$ cat config.mk
export PLATFORM = sky130hd
export DESIGN_NAME = relu_quant_stage
export DESIGN_NICKNAME = d
export VERILOG_FILES = /design/src/rtl/relu_pkg.sv /design/src/rtl/relu_skid_fifo.sv /design/src/rtl/relu_quant_stage.sv
export SDC_FILE = /design/constraint.sdc
export NUM_CORES = 1
export LEC_CHECK = 0
export CAP_MARGIN = 20
export CORE_MARGIN = 8
export CORE_UTILIZATION = 32
export CTS_CLUSTER_DIAMETER = 30
export CTS_CLUSTER_SIZE = 40
export DETAILED_ROUTE_END_ITERATION = 6
export GPL_TIMING_DRIVEN = 1
export MAX_ROUTING_LAYER = met4
export PLACE_DENSITY = 0.69
export SLEW_MARGIN = 10
export SYNTH_ARGS = -nofsm -noshare
export SYNTH_HDL_FRONTEND = slang
export SYNTH_SLANG_ARGS = --single-unit
$ cat constraint.sdc
create_clock -name clk -period 1.5 [get_ports clk]
set_input_delay 0.225 -clock clk [delete_from_list [all_inputs] [get_ports clk]]
set_output_delay 0.225 -clock clk [all_outputs]
set_load 0.01 [all_outputs]
$ cat src/rtl/relu_pkg.sv
// Shared constants and per-lane ReLU/requantise helper for relu_quant_stage.
// Saturation is selected at build time by the RELU_SAT_EN macro.
package relu_pkg;

  localparam int RELU_LANES = 32;
  localparam int RELU_IN_W  = 8;
  localparam int RELU_OUT_W = 4;
  localparam int RELU_SHIFT = 4;

  // Returns {flag, y}; y is right-aligned in bits [15:0].
  function automatic logic [16:0] relu_lane(
    input logic [63:0] x,
    input int          in_w,
    input int          out_w,
    input int          shift,
    input logic        sat
  );
    logic [63:0] m;
    logic [63:0] s;
    logic [63:0] mx;
    logic [16:0] r;
    m  = (64'd1 << in_w) - 64'd1;
    s  = (x & m) >> shift;
    mx = (64'd1 << (out_w - 1)) - 64'd1;
    r  = '0;
    if (!x[in_w-1]) begin
      if (sat && (s > mx)) begin
        r[16]   = 1'b1;
        r[15:0] = mx[15:0];
      end else begin
        r[15:0] = 16'(s & mx);
      end
    end
    return r;
  endfunction

endpackage

$ cat src/rtl/relu_skid_fifo.sv
// Two-entry output buffer for relu_quant_stage.
// Ready and valid are decoded from the occupancy register only.
module relu_skid_fifo #(
  parameter int W = 8
) (
  input  logic         clk,
  input  logic         rst_n,
  input  logic         push_valid,
  output logic         push_ready,
  input  logic [W-1:0] push_data,
  output logic         pop_valid,
  input  logic         pop_ready,
  output logic [W-1:0] pop_data
);

  logic [1:0]   cnt;
  logic [W-1:0] m0;
  logic [W-1:0] m1;
  logic         push;
  logic         pop;

  assign push_ready = (cnt != 2'd2);
  assign pop_valid  = (cnt != 2'd0);
  assign pop_data   = pop_valid ? m0 : '0;
  assign push       = push_valid && push_ready;
  assign pop        = pop_valid && pop_ready;

  always_ff @(posedge clk or negedge rst_n) begin
    if (!rst_n) begin
      cnt <= 2'd0;
      m0  <= '0;
      m1  <= '0;
    end else begin
      case (cnt)
        2'd0: begin
          if (push) begin
            m0  <= push_data;
            cnt <= 2'd1;
          end
        end
        2'd1: begin
          if (push && pop) begin
            m0 <= push_data;
          end else if (push) begin
            m1  <= push_data;
            cnt <= 2'd2;
          end else if (pop) begin
            cnt <= 2'd0;
          end
        end
        2'd2: begin
          if (pop) begin
            m0  <= m1;
            cnt <= 2'd1;
          end
        end
        default: cnt <= 2'd0;
      endcase
    end
  end

endmodule

$ cat src/rtl/relu_quant_stage.sv
// Pipelined ReLU + requantise stage with 2-entry output buffer.
// Define RELU_SAT_EN for saturate mode; otherwise truncate mode.
module relu_quant_stage
  import relu_pkg::*;
#(
  parameter int LANES = RELU_LANES,
  parameter int IN_W  = RELU_IN_W,
  parameter int OUT_W = RELU_OUT_W,
  parameter int SHIFT = RELU_SHIFT,
  parameter int ZC_W  = $clog2(LANES + 1)
) (
  input  logic                   clk,
  input  logic                   rst_n,
  input  logic [LANES*IN_W-1:0]  sum_in,
  input  logic                   in_valid,
  output logic                   in_ready,
  output logic [LANES*OUT_W-1:0] act_out,
  output logic [ZC_W-1:0]        zero_cnt,
  output logic                   sat_any,
  output logic                   out_valid,
  input  logic                   out_ready,
  input  logic                   clr_stat,
  output logic                   sat_seen
);

  localparam int AW = LANES * OUT_W;
  localparam int FW = AW + ZC_W + 1;

`ifdef RELU_SAT_EN
  localparam logic SAT = 1'b1;
`else
  localparam logic SAT = 1'b0;
`endif

  if (SHIFT + OUT_W - 1 > IN_W - 1) begin : g_bad_shift
    $error("relu_quant_stage: SHIFT + OUT_W - 1 exceeds IN_W - 1");
  end
  if (OUT_W < 2 || OUT_W > 15 || IN_W > 63) begin : g_bad_width
    $error("relu_quant_stage: unsupported OUT_W or IN_W");
  end

  logic [AW-1:0]    act_c;
  logic [LANES-1:0] flg;
  logic [LANES-1:0] zl;
  logic [ZC_W-1:0]  zc;
  logic             sat_c;
  logic             acc;
  logic [FW-1:0]    head;

  for (genvar i = 0; i < LANES; i++) begin : g_lane
    logic [16:0] r;
    logic        hi_unused;
    assign r = relu_lane(64'(sum_in[i*IN_W +: IN_W]),
                         IN_W, OUT_W, SHIFT, SAT);
    assign act_c[i*OUT_W +: OUT_W] = r[OUT_W-1:0];
    assign flg[i] = r[16];
    assign zl[i]  = (r[OUT_W-1:0] == '0);
    assign hi_unused = &{1'b0, r[15:OUT_W]};
  end

  always_comb begin
    zc = '0;
    for (int i = 0; i < LANES; i++) begin
      zc = zc + ZC_W'(zl[i]);
    end
  end

  assign sat_c = |flg;
  assign acc   = in_valid && in_ready;

  relu_skid_fifo #(
    .W(FW)
  ) u_fifo (
    .clk       (clk),
    .rst_n     (rst_n),
    .push_valid(in_valid),
    .push_ready(in_ready),
    .push_data ({sat_c, zc, act_c}),
    .pop_valid (out_valid),
    .pop_ready (out_ready),
    .pop_data  (head)
  );

  assign {sat_any, zero_cnt, act_out} = head;

`ifdef RELU_SAT_EN
  // Set beats clear when both happen in one cycle.
  always_ff @(posedge clk or negedge rst_n) begin
    if (!rst_n) begin
      sat_seen <= 1'b0;
    end else if (acc && sat_c) begin
      sat_seen <= 1'b1;
    end else if (clr_stat) begin
      sat_seen <= 1'b0;
    end
  end
`else
  logic clr_unused;
  assign clr_unused = clr_stat | acc;
  assign sat_seen   = 1'b0;
`endif

endmodule

# --- Word-level counts from Yosys, hierarchy flattened ---
# Index checks and enable logic that the tools add are counted.
word_totals:
  register_bits: 271
  out_inout_bits: 138
  wordCells: 127
op_classes:
  add_sub_neg: 31
  n_eq_ne: 8
  muxes: 43
  bitwise_logic: 1
  n_reduce_logical: 41
op_table:
  columns: ["cell", "count"]
  rows:
  - ["135-bit two-way mux", 4]
  - ["135-bit one-hot mux with 3 select lines", 1]
  - ["6-bit by 1-bit adder with 6-bit output", 30]
  - ["4-bit logical NOT", 32]
  - ["3-bit two-way mux", 32]
  - ["2-bit two-way mux", 5]
  - ["4-bit AND reduction", 2]
  - ["2-bit by 1-bit != test with 1-bit output (second input constant)", 3]
  - ["2-bit one-hot mux with 3 select lines", 1]
  - ["2-bit != test (second input constant)", 2]
  - ["1-bit logical AND", 3]
  - ["3-bit by 1-bit != test with 1-bit output (second input constant)", 1]
  - ["3-bit AND reduction", 1]
  - ["3-bit nonzero test", 1]
  - ["1-bit by 1-bit adder with 2-bit output", 1]
  - ["2-bit by 1-bit equality test with 1-bit output (second input constant)", 1]
  - ["2-bit equality test (second input constant)", 1]
  - ["2-bit logical NOT", 1]
  - ["2-bit nonzero test", 1]
  - ["1-bit NOT", 1]

# --- Depth between registers and ports, before layout ---
logic_depth:
  ltp_word: 35
  mapped_depth: 18
  mapped_depth_nobuf: 18

# --- Hierarchy ---
# A second synthesis with hierarchy kept.
hier_totals:
  hier_cells: 1084
  hier_area_um2: 14564.0
modules_own_cells:
  columns: ["mod", "instances", "cells_each", "area_per_inst_um2"]
  rows:
  - ["relu_skid_fifo", 1, 885, 13016.2]
  - ["relu_quant_stage", 1, 199, 1547.7]

# --- Worst setup path after synthesis ---
# No wires, ideal clock.
synth_path:
  path_kind: "in2reg"
  startpoint: "input port sum_in[124]"
  endpoint: "register u_fifo.m0[132]"
  setup_ns: 0.128
  arrival_time_ns: 4.748
  required_ns: 1.372
  slack_ns: -3.376
  cell_stages: 17
  path_cell_list: "nor3_1 -> nor2_1 -> fa_1 -> inv_1 -> fa_1 -> inv_1 -> fa_1 -> fa_1 -> fa_1 -> inv_1 -> fa_1 -> ha_1 -> fa_1 -> a21o_1 -> a21oi_1 -> xor2_1 -> o21ai_0"
synth_between:
  elab_chain_cells: 21
  word_cells_on_any_way: 22
  cone_classes: "17 x add/sub; 4 x mux; 1 x reduce/logical"
synth_rtl:
  columns: ["element", "line", "source"]
  rows:
  - ["start, declared", "relu_quant_stage.sv:14", "input logic [LANES*IN_W-1:0] sum_in,"]
  - ["3-bit two-way mux *", "relu_pkg.sv:26", "if (!x[in_w-1]) begin"]
  - ["4-bit logical NOT *", "relu_quant_stage.sv:57", "assign zl[i] = (r[OUT_W-1:0] == '0);"]
  - ["6-bit by 1-bit adder with 6-bit output * (17 in series)", "relu_quant_stage.sv:64", "zc = zc + ZC_W'(zl[i]);"]
  - ["135-bit two-way mux, on equally long branches", "relu_skid_fifo.sv:42, relu_skid_fifo.sv:36", null]
  - ["135-bit one-hot mux with 3 select lines *", "relu_skid_fifo.sv:34", "case (cnt)"]
  - ["end signal, assigned", "relu_skid_fifo.sv:37", "m0 <= push_data;"]
  - ["end signal, assigned", "relu_skid_fifo.sv:43", "m0 <= push_data;"]
  - ["end signal, assigned", "relu_skid_fifo.sv:53", "m0 <= m1;"]
  - ["end, declared", "relu_skid_fifo.sv:17", "logic [W-1:0] m0;"]
# Mark *: on every way between the ends. The rest lies on a longest branch, timed or not. The select of a mux whose other input is x is not followed.
# A chain may end at the register's enable or synchronous reset.

# --- Worst setup path after layout ---
layout_path:
  startpoint: "input port sum_in[13]"
  endpoint: "register u_fifo.m0[130]"
layout_between:
  elab_chain_cells: 35
  word_cells_on_any_way: 36
  cone_classes: "31 x add/sub; 4 x mux; 1 x reduce/logical"
layout_rtl:
  columns: ["element", "line"]
  rows:
  - ["3-bit two-way mux *", "relu_pkg.sv:26"]
  - ["4-bit logical NOT *", "relu_quant_stage.sv:57"]
  - ["1-bit by 1-bit adder with 2-bit output *", "relu_quant_stage.sv:64"]
  - ["6-bit by 1-bit adder with 6-bit output * (30 in series)", "relu_quant_stage.sv:64"]
  - ["135-bit two-way mux, on equally long branches", "relu_skid_fifo.sv:42, relu_skid_fifo.sv:36"]
  - ["135-bit one-hot mux with 3 select lines *", "relu_skid_fifo.sv:34"]
# Marks and branches as above.

==> impl_metrics.json <==
{
  "synth_compound_area_share_pct": 14.4,
  "failed_checks": "negative setup slack",
  "crit_chain": "buf_2 -> nor3_2 -> or2_4 -> fa_1 -> inv_2 -> fa_2 -> fa_1 -> fa_1 -> fa_1 -> inv_1 -> fa_2 -> ha_4 -> fa_2 -> buf_4 -> buf_6 -> xnor2_4 -> nand2_1 -> o21ai_1 -> a21oi_1",
  "endpoint_kind": "register",
  "p_int_w": 0.0257,
  "critical_path_required_ns": 1.93,
  "cts_tree": "done",
  "ys_ff_latch": 206,
  "first_pass_iters": 5,
  "peakVddDrop_mv": 2.35,
  "wl_per_cell_um": 20.8,
  "power_w": 0.0394,
  "critical-path-top-delay-family": "adder cells",
  "grt_pass1_vias": 11600,
  "drive_above_1_share_pct": 51.8,
  "synth_mux_area_share_pct": 0.548,
  "gp_congestion": 0.813,
  "setup_viol": 309,
  "crit_top_cell": "fa_1",
  "synth_top_family_by_area": "simple AND/OR/NAND/NOR gates",
  "wl_um": 47200,
  "clk_pin_slew_ns": 0.05,
  "synthSimpleGateAreaFrac_pct": 25.0,
  "yosysSeqAreaShare_pct": 47.0,
  "synth_xor_area_share_pct": 0.240,
  "p_leak_nw": 9.41,
  "grt_first_pass_wirelength_um": 62300,
  "critPathBufInv": 5,
  "hold_ws_ns": 0.00476,
  "crit_path_max_incr_delay_ns": 0.60,
  "grt.total_usage_pct": 19.6,
  "grt_max_degree": 97,
  "cts-buffers-inserted": 54,
  "async_flop_share_pct": 100,
  "io_pins": 399,
  "numPortBuffers": 235,
  "clockRootBuffer": "clkbuf_16",
  "vias": 11400,
  "drc": 0,
  "final_nets": 2065,
  "drt-initial-drc-count": 609,
  "drv_slew": 0,
  "crit_arrival_ns": 5.03,
  "fin_util_pct": 63.2,
  "avgViaCountPerCell": 5.00,
  "critPathMaxFanout": 2,
  "dp.cells": 2005,
  "slowest_stage": "fa_2",
  "postRouteAntennaNets": 0,
  "hp-class": "input pin to register",
  "fin_crit_sh_pct": 307,
  "core-area_um2": 33600,
  "seq_power_share_pct": 21.8,
  "finalCriticalPeriod_ns": 4.60,
  "synth_flop_cell": "dfrtp_1",
  "crit_type": "input pin to register",
  "multiInputGateArea_um2": 7140,
  "fillerInstances": 2417,
  "placedInstanceArea_um2": 14600,
  "rows": 67,
  "clockBufferDepth": 3,
  "die_h_um": 201,
  "startpoint_type": "input pin",
  "power_frac_comb_pct": 47.0,
  "ff_latch_area_um2": 5150,
  "start_util_pct": 32.6,
  "finalNonFillerCells": 2273,
  "die_x_um": 201,
  "finalHoldViolations": 0,
  "power.density_nw_per_um2": 1860,
  "dp_hpwl_um": 24200,
  "power_switching_share_pct": 34.8,
  "status": "finished with violations",
  "fin_ws_ns": -3.10,
  "ys_types": 36,
  "syn_to_final_growth_pct": 93.7,
  "rsz0062_at_grt": "yes",
  "clockPowerShare_pct": 31.2,
  "synth_fa_ha_area_share_pct": 5.18,
  "fmax_mhz": 217,
  "drv_cap": 0,
  "netlist_area_um2": 11000,
  "yosysWarnings": 0,
  "h-tree-depth": 2,
  "overflow": 0,
  "p_sw_w": 0.0137,
  "dieArea_um2": 40400,
  "clk_latency_ns": 0.55,
  "syn_inst": 1270,
  "fin_skew_ns": 0.0139,
  "cts_num_sinks": 206,
  "fin_area_um2": 21200,
  "antenna_found_initial": 5,
  "syn_area_per_cell_um2": 8.63,
  "synth_edf_count": 0
}
==> cells in the final DEF (no fill, tap or decap), drive strengths merged, types with 2 or more instances in the layout <==
master           n
diode            6
a31oi            3
a21oi          199
clkinv          12
clkdlybuf4s15    8
or2             13
mux2             2
conb            34
ha               7
and2           104
fa              24
o21ai          103
dfrtp          206
nand2b          96
nand3b           2
buf            380
inv             36
nor2           217
mux2i            3
xnor2            2
clkinvlp         8
dlygate4sd3     25
nand2          108
o22ai            2
nor2b            2
dlygate4sd2     19
clkbuf          86
nor3            32
bufinv           9
clkdlybuf4s50   70
==> power groups by stage <==
stage                     clock network, W  logic, W  registers, W
after floorplan                          0   0.00634       0.00776
after detailed placement                 0    0.0106       0.00802
after global routing                0.0128    0.0197       0.00873
final                               0.0123    0.0185       0.00859
after CTS                           0.0124    0.0140       0.00804
after global placement                   0    0.0103       0.00793
==> cell type report <==
cell class,instances,area share [%]
clock buffer,64,6.83
inverter,27,0.489
multi-input combinational,960,33.6
sequential,206,24.3
clock inverter,38,2.35
timing repair buffer,524,29.7
tap,448,2.64
antenna,6,0.0707
==> Yosys cell counts, types with 2 or more instances <==
library cell / number / area, um2
a21oi_1: 199 / 996
fa_1: 24 / 480
mux2i_1: 3 / 30.0
ha_1: 7 / 87.6
nor2_1: 217 / 815
nand2_1: 108 / 405
o21ai_1: 10 / 50.1
clkbuf_1: 27 / 101
buf_2: 29 / 145
and2_0: 2 / 12.5
buf_4: 38 / 285
or2_2: 12 / 75.1
buf_6: 16 / 180
o21ai_0: 93 / 465
o22ai_1: 2 / 12.5
and2_1: 102 / 638
nor3_1: 32 / 160
a31oi_1: 3 / 18.8
nand2b_1: 96 / 601
mux2_4: 2 / 30.0
xnor2_1: 2 / 17.5
inv_1: 27 / 101
dfrtp_1: 206 / 5150
==> registers in the layout, indices dropped and copies added, names as in the netlist <==
name,flops
u_fifo.m1,102
u_fifo.m0,102
u_fifo.cnt,2
==> stage by stage <==
stage,worst slack [ns],TNS (ns)
detailed placement,-4.05,-130.86
floorplan,-3.20,-34.82
finish,-3.10,-181.59
global placement,-3.92,-126.43
CTS,-2.95,-132.71
global route,-3.19,-197.00
==> cells by family after synthesis <==
logic type               Yosys count
flip-flops                       206
other                              1
adder cells (fa/ha/maj)           31
AO/OA/AOI/OAI                    311
XOR/XNOR                           3
buffers and inverters            139
AND/OR/NAND/NOR                  574
multiplexers                       5
==> repair_timing <==
action                                  in CTS  in global routing
endpoints found under the setup margin     281                309
gates resized for setup                    920                547
hold endpoints to repair                   112                  1
pin swaps                                   86                124
gates cloned                                34                 26
buffers inserted                            75                 34
hold buffers                                24                  1
==> worst min-delay path: stages <==
cell      delay [ns]
clkbuf_2        0.10
nand2b_1        0.09
o21ai_0         0.08
==> worst paths after layout <==
kind / cells after the start / slack [ns] / start / to
max reg2reg: 11 / -0.53 / u_fifo.cnt[1] / u_fifo.m0[22]
min reg2reg: 2 / 0.48 / u_fifo.m1[108] / u_fifo.m1[108]
max: 19 / -3.10 / sum_in[13] / u_fifo.m0[130]
min: 3 / 0.005 / sum_in[204] / u_fifo.m1[100]
max in group asynchronous: 3 / 0.69 / rst_n / u_fifo.m0[37]
min in group asynchronous: 2 / 0.19 / rst_n / u_fifo.m0[14]
==> routing by layer <==
metal | GRT usage, % | up-vias | part of all wire, %
li1 | - | 5149 | -
met1 | 22.3 | 5609 | 38
met2 | 32.3 | 452 | 51
met3 | 3.89 | 156 | 5.4
met4 | 10.3 | 0 | 4.8
met5 | - | - | 0
Note: power is estimated with default switching activity, not from simulation.
